### config.mk
export PLATFORM = sky130hd
export DESIGN_NAME = icache_refill_arbiter
export DESIGN_NICKNAME = d
export VERILOG_FILES = /design/src/rtl/icache_refill_arbiter_pkg.sv /design/src/rtl/rr_arb2.sv /design/src/rtl/icache_refill_arbiter.sv
export SDC_FILE = /design/constraint.sdc
export NUM_CORES = 1
export LEC_CHECK = 0
export ABC_AREA = 1
export ABC_CLOCK_PERIOD_IN_PS = 3700
export CAP_MARGIN = 20
export CORE_AREA = 2 2 189 191
export CTS_BUF_LIST = sky130_fd_sc_hd__clkbuf_4
export CTS_CLUSTER_DIAMETER = 100
export DETAILED_ROUTE_END_ITERATION = 16
export DIE_AREA = 0 0 191 193
export PLACE_DENSITY = 0.66
export SLEW_MARGIN = 20
export SYNTH_ARGS = -nofsm -noshare
export SYNTH_HDL_FRONTEND = slang
export SYNTH_SLANG_ARGS = --single-unit
### constraint.sdc
create_clock -name clk -period 3.7 [get_ports clk]
set_clock_uncertainty 0.1 [all_clocks]
set_input_delay 0.925 -clock clk [delete_from_list [all_inputs] [get_ports clk]]
set_output_delay 0.925 -clock clk [all_outputs]
set_load 0.1 [all_outputs]
### src/rtl/icache_refill_arbiter_pkg.sv
// icache_refill_arbiter_pkg
//   Shared definitions for the L1 refill arbiter: FSM state encoding,
//   requester ids, line geometry and default parameter values.
package icache_refill_arbiter_pkg;

  typedef enum logic [1:0] {
    S_IDLE    = 2'd0,
    S_ISSUE   = 2'd1,
    S_WAIT    = 2'd2,
    S_DELIVER = 2'd3
  } state_e;

  // Requester ids double as bit positions in the req/grant vectors.
  localparam logic REQ_I = 1'b0;
  localparam logic REQ_D = 1'b1;

  // 16-byte lines: the low four address bits select a byte inside the line.
  localparam int LINE_OFFSET_BITS = 4;

  localparam int DEF_ADDR_W  = 32;
  localparam int DEF_LINE_W  = 128;
  localparam int DEF_TIMEOUT = 64;

endpackage

### src/rtl/rr_arb2.sv
// rr_arb2
//   Combinational two-requester round-robin arbiter.
//   Ports:
//     req[1:0]    request vector, bit REQ_I = icache, bit REQ_D = dcache
//     last_grant  id of the requester served last (register lives in parent)
//     grant[1:0]  one-hot winner, or zero when nobody requests
module rr_arb2
  import icache_refill_arbiter_pkg::*;
(
  input  logic [1:0] req,
  input  logic       last_grant,
  output logic [1:0] grant
);

  always_comb begin
    grant = req;
    // On a tie the side that was not served last wins.
    if (req == 2'b11) begin
      grant = (last_grant == REQ_D) ? 2'b01 : 2'b10;
    end
  end

endmodule

### src/rtl/icache_refill_arbiter.sv
// icache_refill_arbiter
//   Shares one main-memory line-read port between the instruction and data
//   caches. Round-robin arbitration, one aligned line read per grant, result
//   returned to the winner with a single-cycle valid pulse.
//   Ports:
//     clk, rst               clock, synchronous active-high reset
//     I_REQ/I_ADDR           icache refill request (level) and miss address
//     I_VALID/I_LINE         icache refill pulse and held line data
//     D_REQ/D_ADDR           dcache refill request (level) and miss address
//     D_VALID/D_LINE         dcache refill pulse and held line data
//     MEM_RD/MEM_ADDR        one-cycle read strobe and line-aligned address
//     MEM_ACK/MEM_RDATA      one-cycle memory acknowledge with line data
//     BUSY                   high whenever the FSM is not IDLE
//     ERR                    sticky memory timeout flag, cleared only by rst
//
// Handshake: a requester raises REQ with ADDR and holds both until its VALID
// pulse; REQ/ADDR are sampled only in IDLE, so later changes do not affect a
// service in flight and a dropped REQ still gets its VALID. Memory sees one
// MEM_RD strobe per service and must answer with one MEM_ACK; acks that do
// not arrive in WAIT are discarded.
module icache_refill_arbiter
  import icache_refill_arbiter_pkg::*;
#(
  parameter int ADDR_W  = DEF_ADDR_W,
  parameter int LINE_W  = DEF_LINE_W,
  parameter int TIMEOUT = DEF_TIMEOUT
) (
  input  logic              clk,
  input  logic              rst,
  input  logic              I_REQ,
  input  logic [ADDR_W-1:0] I_ADDR,
  output logic              I_VALID,
  output logic [LINE_W-1:0] I_LINE,
  input  logic              D_REQ,
  input  logic [ADDR_W-1:0] D_ADDR,
  output logic              D_VALID,
  output logic [LINE_W-1:0] D_LINE,
  output logic              MEM_RD,
  output logic [ADDR_W-1:0] MEM_ADDR,
  input  logic              MEM_ACK,
  input  logic [LINE_W-1:0] MEM_RDATA,
  output logic              BUSY,
  output logic              ERR
);

  localparam logic [1:0] ST_IDLE    = S_IDLE;
  localparam logic [1:0] ST_ISSUE   = S_ISSUE;
  localparam logic [1:0] ST_WAIT    = S_WAIT;
  localparam logic [1:0] ST_DELIVER = S_DELIVER;

  localparam int CNT_W = $clog2(TIMEOUT + 1);
  localparam logic [CNT_W-1:0]  CNT_LAST  = CNT_W'(TIMEOUT - 1);
  localparam logic [ADDR_W-1:0] LINE_MASK = ~ADDR_W'((1 << LINE_OFFSET_BITS) - 1);

  logic [1:0]        state_q;
  logic              win_q;      // id of the requester being served
  logic              ptr_q;      // id of the requester served last
  logic [ADDR_W-1:0] addr_q;
  logic [CNT_W-1:0]  cnt_q;
  logic              err_q;
  logic [LINE_W-1:0] i_line_q;
  logic [LINE_W-1:0] d_line_q;

  logic [1:0]        grant;
  logic [ADDR_W-1:0] sel_addr;

  rr_arb2 u_arb (
    .req        ({D_REQ, I_REQ}),
    .last_grant (ptr_q),
    .grant      (grant)
  );

  assign sel_addr = grant[REQ_D] ? D_ADDR : I_ADDR;

  always_ff @(posedge clk) begin
    if (rst) begin
      state_q  <= ST_IDLE;
      win_q    <= REQ_I;
      ptr_q    <= REQ_D;
      addr_q   <= '0;
      cnt_q    <= '0;
      err_q    <= 1'b0;
      i_line_q <= '0;
      d_line_q <= '0;
    end else begin
      case (state_q)
        ST_IDLE: begin
          if (|grant) begin
            win_q   <= grant[REQ_D];
            addr_q  <= sel_addr & LINE_MASK;
            state_q <= ST_ISSUE;
          end
        end
        ST_ISSUE: begin
          cnt_q   <= '0;
          state_q <= ST_WAIT;
        end
        ST_WAIT: begin
          // An ack on the final allowed cycle still counts as a success.
          if (MEM_ACK) begin
            if (win_q == REQ_D) d_line_q <= MEM_RDATA;
            else                i_line_q <= MEM_RDATA;
            state_q <= ST_DELIVER;
          end else if (cnt_q == CNT_LAST) begin
            // Abort without delivery; a still-raised REQ is simply re-arbitrated.
            err_q   <= 1'b1;
            state_q <= ST_IDLE;
          end else begin
            cnt_q <= cnt_q + 1'b1;
          end
        end
        ST_DELIVER: begin
          ptr_q   <= win_q;
          state_q <= ST_IDLE;
        end
        default: state_q <= ST_IDLE;
      endcase
    end
  end

  assign MEM_RD   = (state_q == ST_ISSUE);
  assign MEM_ADDR = addr_q;
  assign I_VALID  = (state_q == ST_DELIVER) && (win_q == REQ_I);
  assign D_VALID  = (state_q == ST_DELIVER) && (win_q == REQ_D);
  assign I_LINE   = i_line_q;
  assign D_LINE   = d_line_q;
  assign BUSY     = (state_q != ST_IDLE);
  assign ERR      = err_q;

endmodule

### After elaboration in Yosys (flattened, before gate mapping)

Index checks and enable logic that the tools add are counted.

* bits in registers: 296
* bits of input ports: 197
* output and inout port bits: 293
* word-level logic and storage cells: 42

* $add $sub $neg: 1
* equality and inequality tests: 9
* mux-type cells: 10
* bitwise logic cells: 2
* reductions and logical operators: 12

Operator list (count)
* 32-bit two-way mux: 1
* 7-bit two-way mux: 2
* 7-bit case mux with 2 select lines: 1
* 3-bit AND reduction: 4
* 2-bit two-way mux: 5
* 2-bit case mux with 4 select lines: 1
* 7-bit by 1-bit adder with 7-bit output, second input constant: 1
* 7-bit by 6-bit == test with 1-bit output, second input constant: 1
* 2-bit == test, second input constant: 3
* 2-bit != test, second input constant: 3
* 2-bit AND reduction: 2
* 2-bit nonzero test: 2
* 3-bit != test, second input constant: 1
* 2-bit by 1-bit == test with 1-bit output, second input constant: 1
* 1-bit logical AND: 2
* 2-bit zero test: 1
* 1-bit inverter: 2
* 2-bit OR reduction: 1

### Logic depth before layout (Yosys ltp)

* depth after elaboration: 5
* depth in mapped cells: 11
* depth with buffers taken out: 10

### Cells and area by module

A second synthesis with hierarchy kept.

* cells, all modules: 1404
* area, all modules: 11164.5 µm²

By module, submodules not included
* icache_refill_arbiter: instances 1, cells each 1399, area each 11143.2 µm², seq. area each 5925.7 µm²
* rr_arb2: instances 1, cells each 5, area each 21.3 µm², seq. area each 0.0 µm²

### Worst setup path before layout

Ideal clock, no wire load.

* kind: reg-to-output
* start: reg win_q
* end: out I_VALID
* data arrival time: 2.023 ns
* data required time: 2.675 ns
* slack: 0.652 ns
* cell stages (with the launch flop): 5
* path buffers: 3
* cells stage by stage: dfxtp_1 buf_2 buf_2 buf_2 nor2_1

* longest elaborated chain between the ends: 2

Ends and longest elaborated chain
* start, declared: RTL line icache_refill_arbiter.sv:56 `logic win_q;`
* start signal, assigned: RTL line icache_refill_arbiter.sv:89 `win_q <= grant[REQ_D];`
* 1-bit inverter (no source line)
* 1-bit logical AND: RTL line icache_refill_arbiter.sv:123 `assign I_VALID = (state_q == ST_DELIVER) && (win_q == REQ_I);`
* end, declared: RTL line icache_refill_arbiter.sv:32 `output logic I_VALID,`

No other way between the ends.

### Final worst setup path

* start: reg d_line_q[57] (netlist: D_LINE[57])
* end: out D_LINE[57]

RTL lines
* start, declared: RTL line icache_refill_arbiter.sv:62 `logic [LINE_W-1:0] d_line_q;`
* start signal, assigned: RTL line icache_refill_arbiter.sv:84 `d_line_q <= '0;`
* start signal, assigned: RTL line icache_refill_arbiter.sv:101 `if (win_q == REQ_D) d_line_q <= MEM_RDATA;`
* end, declared: RTL line icache_refill_arbiter.sv:37 `output logic [LINE_W-1:0] D_LINE,`

No word-level cell between the ends.

==> results.md <==
* Global Route met1 Usage at 25.3%
* First-pass detailed-route iteration total at 5
* Synthesized-area fraction occupied by xor and xnor cells at 0%
* Buffers from clock root to sink, at most at 3
* CP Launch Type: register
* Type of the most critical hold path: reg -> reg
* H-tree depth reported by CTS at 3
* Inserted Clock Buffers at 81
* Final cell count without fillers at 2443
* Skew-Pair Late Insertion Delay at 0.71 ns
* Minimum period implied by the final worst setup slack at 3.27 ns
* Drt via density at 4.77
* Final worst-path cycle share at 88.2%
* Async S/R FF share, synth at 0%
* Post-detailed-route count of antenna-violating nets at 0
* Net count reported at finish at 2128
* Clock transition at path regs at 0.06 ns
* Post-detailed-route DRC marker count at 0
* Most used routing layer: met2
* Total I/O pin count at 490
* Yosys warning total at 0
* Area of all sequential standard cells at 5930 sq um
* GRT met2 Usage at 33.8%
* Finished Cell Area at 16500 sq um
* Number of placement rows at 69
* Die area at 36900 sq um
* Setup bufs post-CTS at 0
* Met3 Usage GRT at 7.11%
* Layout cells sized above 1 at 20.2%
* Peak supply drop at 323 uV
* Critical path fanouts, max at 2
* Fin. Hold Viols at 0
* Placed Cells incl. Taps at 2304
* Starting density of the core at 32.8%
* Required arrival time at the worst endpoint at 2.67 ns
* Post-layout total power at 9.98 mW
* Leak at 7.12 nW
* Area of the core region at 35000 sq um
* Post-synthesis instance total at 1469
* Slowest stage cell, crit path: sky130_fd_sc_hd__clkdlybuf4s50_1
* Critical-path cell list: clkdlybuf4s50_1
* Combined buffer and inverter count along the critical path at 1
* Overflow left after global routing at 0
* Number of global-route vias before repair at 11000
* Max cap viols at 0
* Register area share after synthesis at 51.7%
* Slew HR at 28.5%
* Most frequent cell after synthesis: sky130_fd_sc_hd__nor2_1
* Number of synthesized flops with an enable pin at 0
* Final GP Congestion at 0.875
* Top cells by area in the synthesized netlist: sky130_fd_sc_hd__dfxtp_1, sky130_fd_sc_hd__nor2_1, sky130_fd_sc_hd__nand2_1
* Proportion of netlist area held by the largest area contributor at 51.7%
* Simple logic cell fraction of the synthesized area at 24.8%
* Total global-route track usage at 21.0%
* Arrival time worst endpoint at 2.24 ns
* Depth of the worst register-to-register path at 8
* Number of distinct standard cells referenced by the synthesized netlist at 27
* Part of the power in registers at 36.1%
* Delay of the slowest cell on the worst path at 1.15 ns
* Logic depth of the worst path, buffers included at 1
* Per-cell routed wire length at 16.6 um
* DP Wirelength at 26.7 mm
* Largest family of logic cells by synthesized area: simple AND/OR/NAND/NOR gates
* Die height at 193 um
* Mean cell area of the mapped netlist at 7.81 sq um
* Synthesized-area fraction occupied by adder cells at 0.545%
* Clock tree from TritonCTS: yes
* Commonest cells in the netlist: sky130_fd_sc_hd__nor2_1, sky130_fd_sc_hd__dfxtp_1, sky130_fd_sc_hd__nand2_1
* Largest net degree at the start of global routing at 129
* Outcome: finished, final reports clean
* Max-slew violation count at 0
* Part of the power in combinational logic at 35.2%
* Total setup violations reported at the end of the flow at 0
* Fill cells at 3505
* Clock group share of total power at 28.6%
* Setup crit end kind: output port
* Most used flip-flop cell after synthesis: sky130_fd_sc_hd__dfxtp_1
* Antenna violations before repair at 2
* Root Driver: sky130_fd_sc_hd__clkbuf_4
* Number of gates resized after cts at 0
* Port buffer count at 477
* P&R area growth vs syn at 43.7%
* Power per cell area at 605 nW/um^2
* Actual transition at the worst max-transition pin at 1.07 ns
* Startpoint-to-endpoint class of the critical path: reg -> out
* Number of violations reported at the end of detailed-routing iteration 0 at 677
* Unrepaired setup endpoints after global routing: no
* Global-route wire length before repair at 61.0 mm
* Max frequency at 0.306 GHz
* Placed cell areas at 15500 sq um
* Routed via count at 11700
* Compound-gate portion of the synthesized area at 14.0%
* Number of clock sinks at 296
* Cell taking the most area after synthesis: sky130_fd_sc_hd__dfxtp_1
* Hold Path Cell Cnt at 2
* Multiplexer share of the synthesized area at 0%
* Switching share of total power at 42.7%
* Area taken by multi-input logic gates at 4530 sq um
* Die width at 191 um
* Final routed wirelength across all metal layers at 40.7 mm
* Yosys reg bits at 296
* Setup TNS at 0 ns
* P_int at 5.72 mW
* Hold-fix buffers, CTS at 0
* Cell area after synthesis at 11500 sq um
* Crit path max-delay family: buffers and inverters
* Switching Power at 4.26 mW
logic make-up (layout without fill, tap and decap cells):
kind of cell,after synthesis,after routing
and+or+nand+nor,698,698
other,1,5
DFF,296,296
AOI/OAI and AO/OA,320,320
buffers and inverters,149,658
adders and majority gates,5,5
sequential cells by signal (all words and copies together), names as in the netlist:
name	cells
win_q	1
state_q	2
I_LINE	128
ptr_q	1
D_LINE	128
MEM_ADDR	28
ERR	1
cnt_q	7
layout by cell type, fill, tap and decap left out, types with 21 or more instances in the layout:
master	count
sky130_fd_sc_hd__inv_1	21
sky130_fd_sc_hd__o21ai_1	21
sky130_fd_sc_hd__o21ai_0	139
sky130_fd_sc_hd__clkbuf_4	114
sky130_fd_sc_hd__nand3_1	141
sky130_fd_sc_hd__nor2_1	300
sky130_fd_sc_hd__a21oi_1	159
sky130_fd_sc_hd__clkdlybuf4s50_1	227
sky130_fd_sc_hd__nand2_1	245
sky130_fd_sc_hd__dfxtp_1	295
sky130_fd_sc_hd__buf_4	262
worst paths after layout:
check / startpoint / endpoint / slack, ns
max: D_LINE[57]$_SDFFE_PP0P_ / D_LINE[57] / 0.43
min: D_LINE[64]$_SDFFE_PP0P_ / D_LINE[64]$_SDFFE_PP0P_ / 0.36
max reg2reg: state_q[0]$_SDFFE_PP0P_ / D_LINE[107]$_SDFFE_PP0P_ / 1.28
min reg2reg: D_LINE[64]$_SDFFE_PP0P_ / D_LINE[64]$_SDFFE_PP0P_ / 0.36
power by group through the flow:
stage	combinational (mW)	clock, mW	sequential (mW)
2_1_floorplan	0.915	0	5.44
3_3_place_gp	3.51	0	3.66
3_5_place_dp	3.52	0	3.67
4_1_cts	3.52	2.96	3.60
5_1_grt	3.67	3.13	3.64
6_report	3.51	2.86	3.61
cell type report:
| type | instances | area share, % |
|---|---|---|
| diodes | 1 | 0.0152 |
| clock buffers | 114 | 5.19 |
| clock inverters | 24 | 0.767 |
| inverters | 25 | 0.615 |
| multi-input cells | 1027 | 27.5 |
| flip-flops and latches | 296 | 36.0 |
| well taps | 461 | 3.50 |
| repair buffers | 495 | 26.4 |
through the flow:
step / hold WS [ns] / utilization [%] / setup WS (ns)
after global routing: 0.378 / 47.1 / 0.319
after CTS: 0.363 / 47.1 / 0.320
after global placement: 0.348 / 44.3 / 0.722
final: 0.361 / 47.1 / 0.435
after detailed placement: 0.353 / 44.3 / 0.696
after floorplan: 0.349 / - / 0.652
layer usage:
metal	routed length, um	up-vias	share of wire [%]
met4	1290	2	3.2
met1	16800	5368	41
met3	3670	72	9.0
li1	-	5756	-
met2	18900	460	47
met5	13	-	0.032
Note: power is estimated with default switching activity, not from simulation.
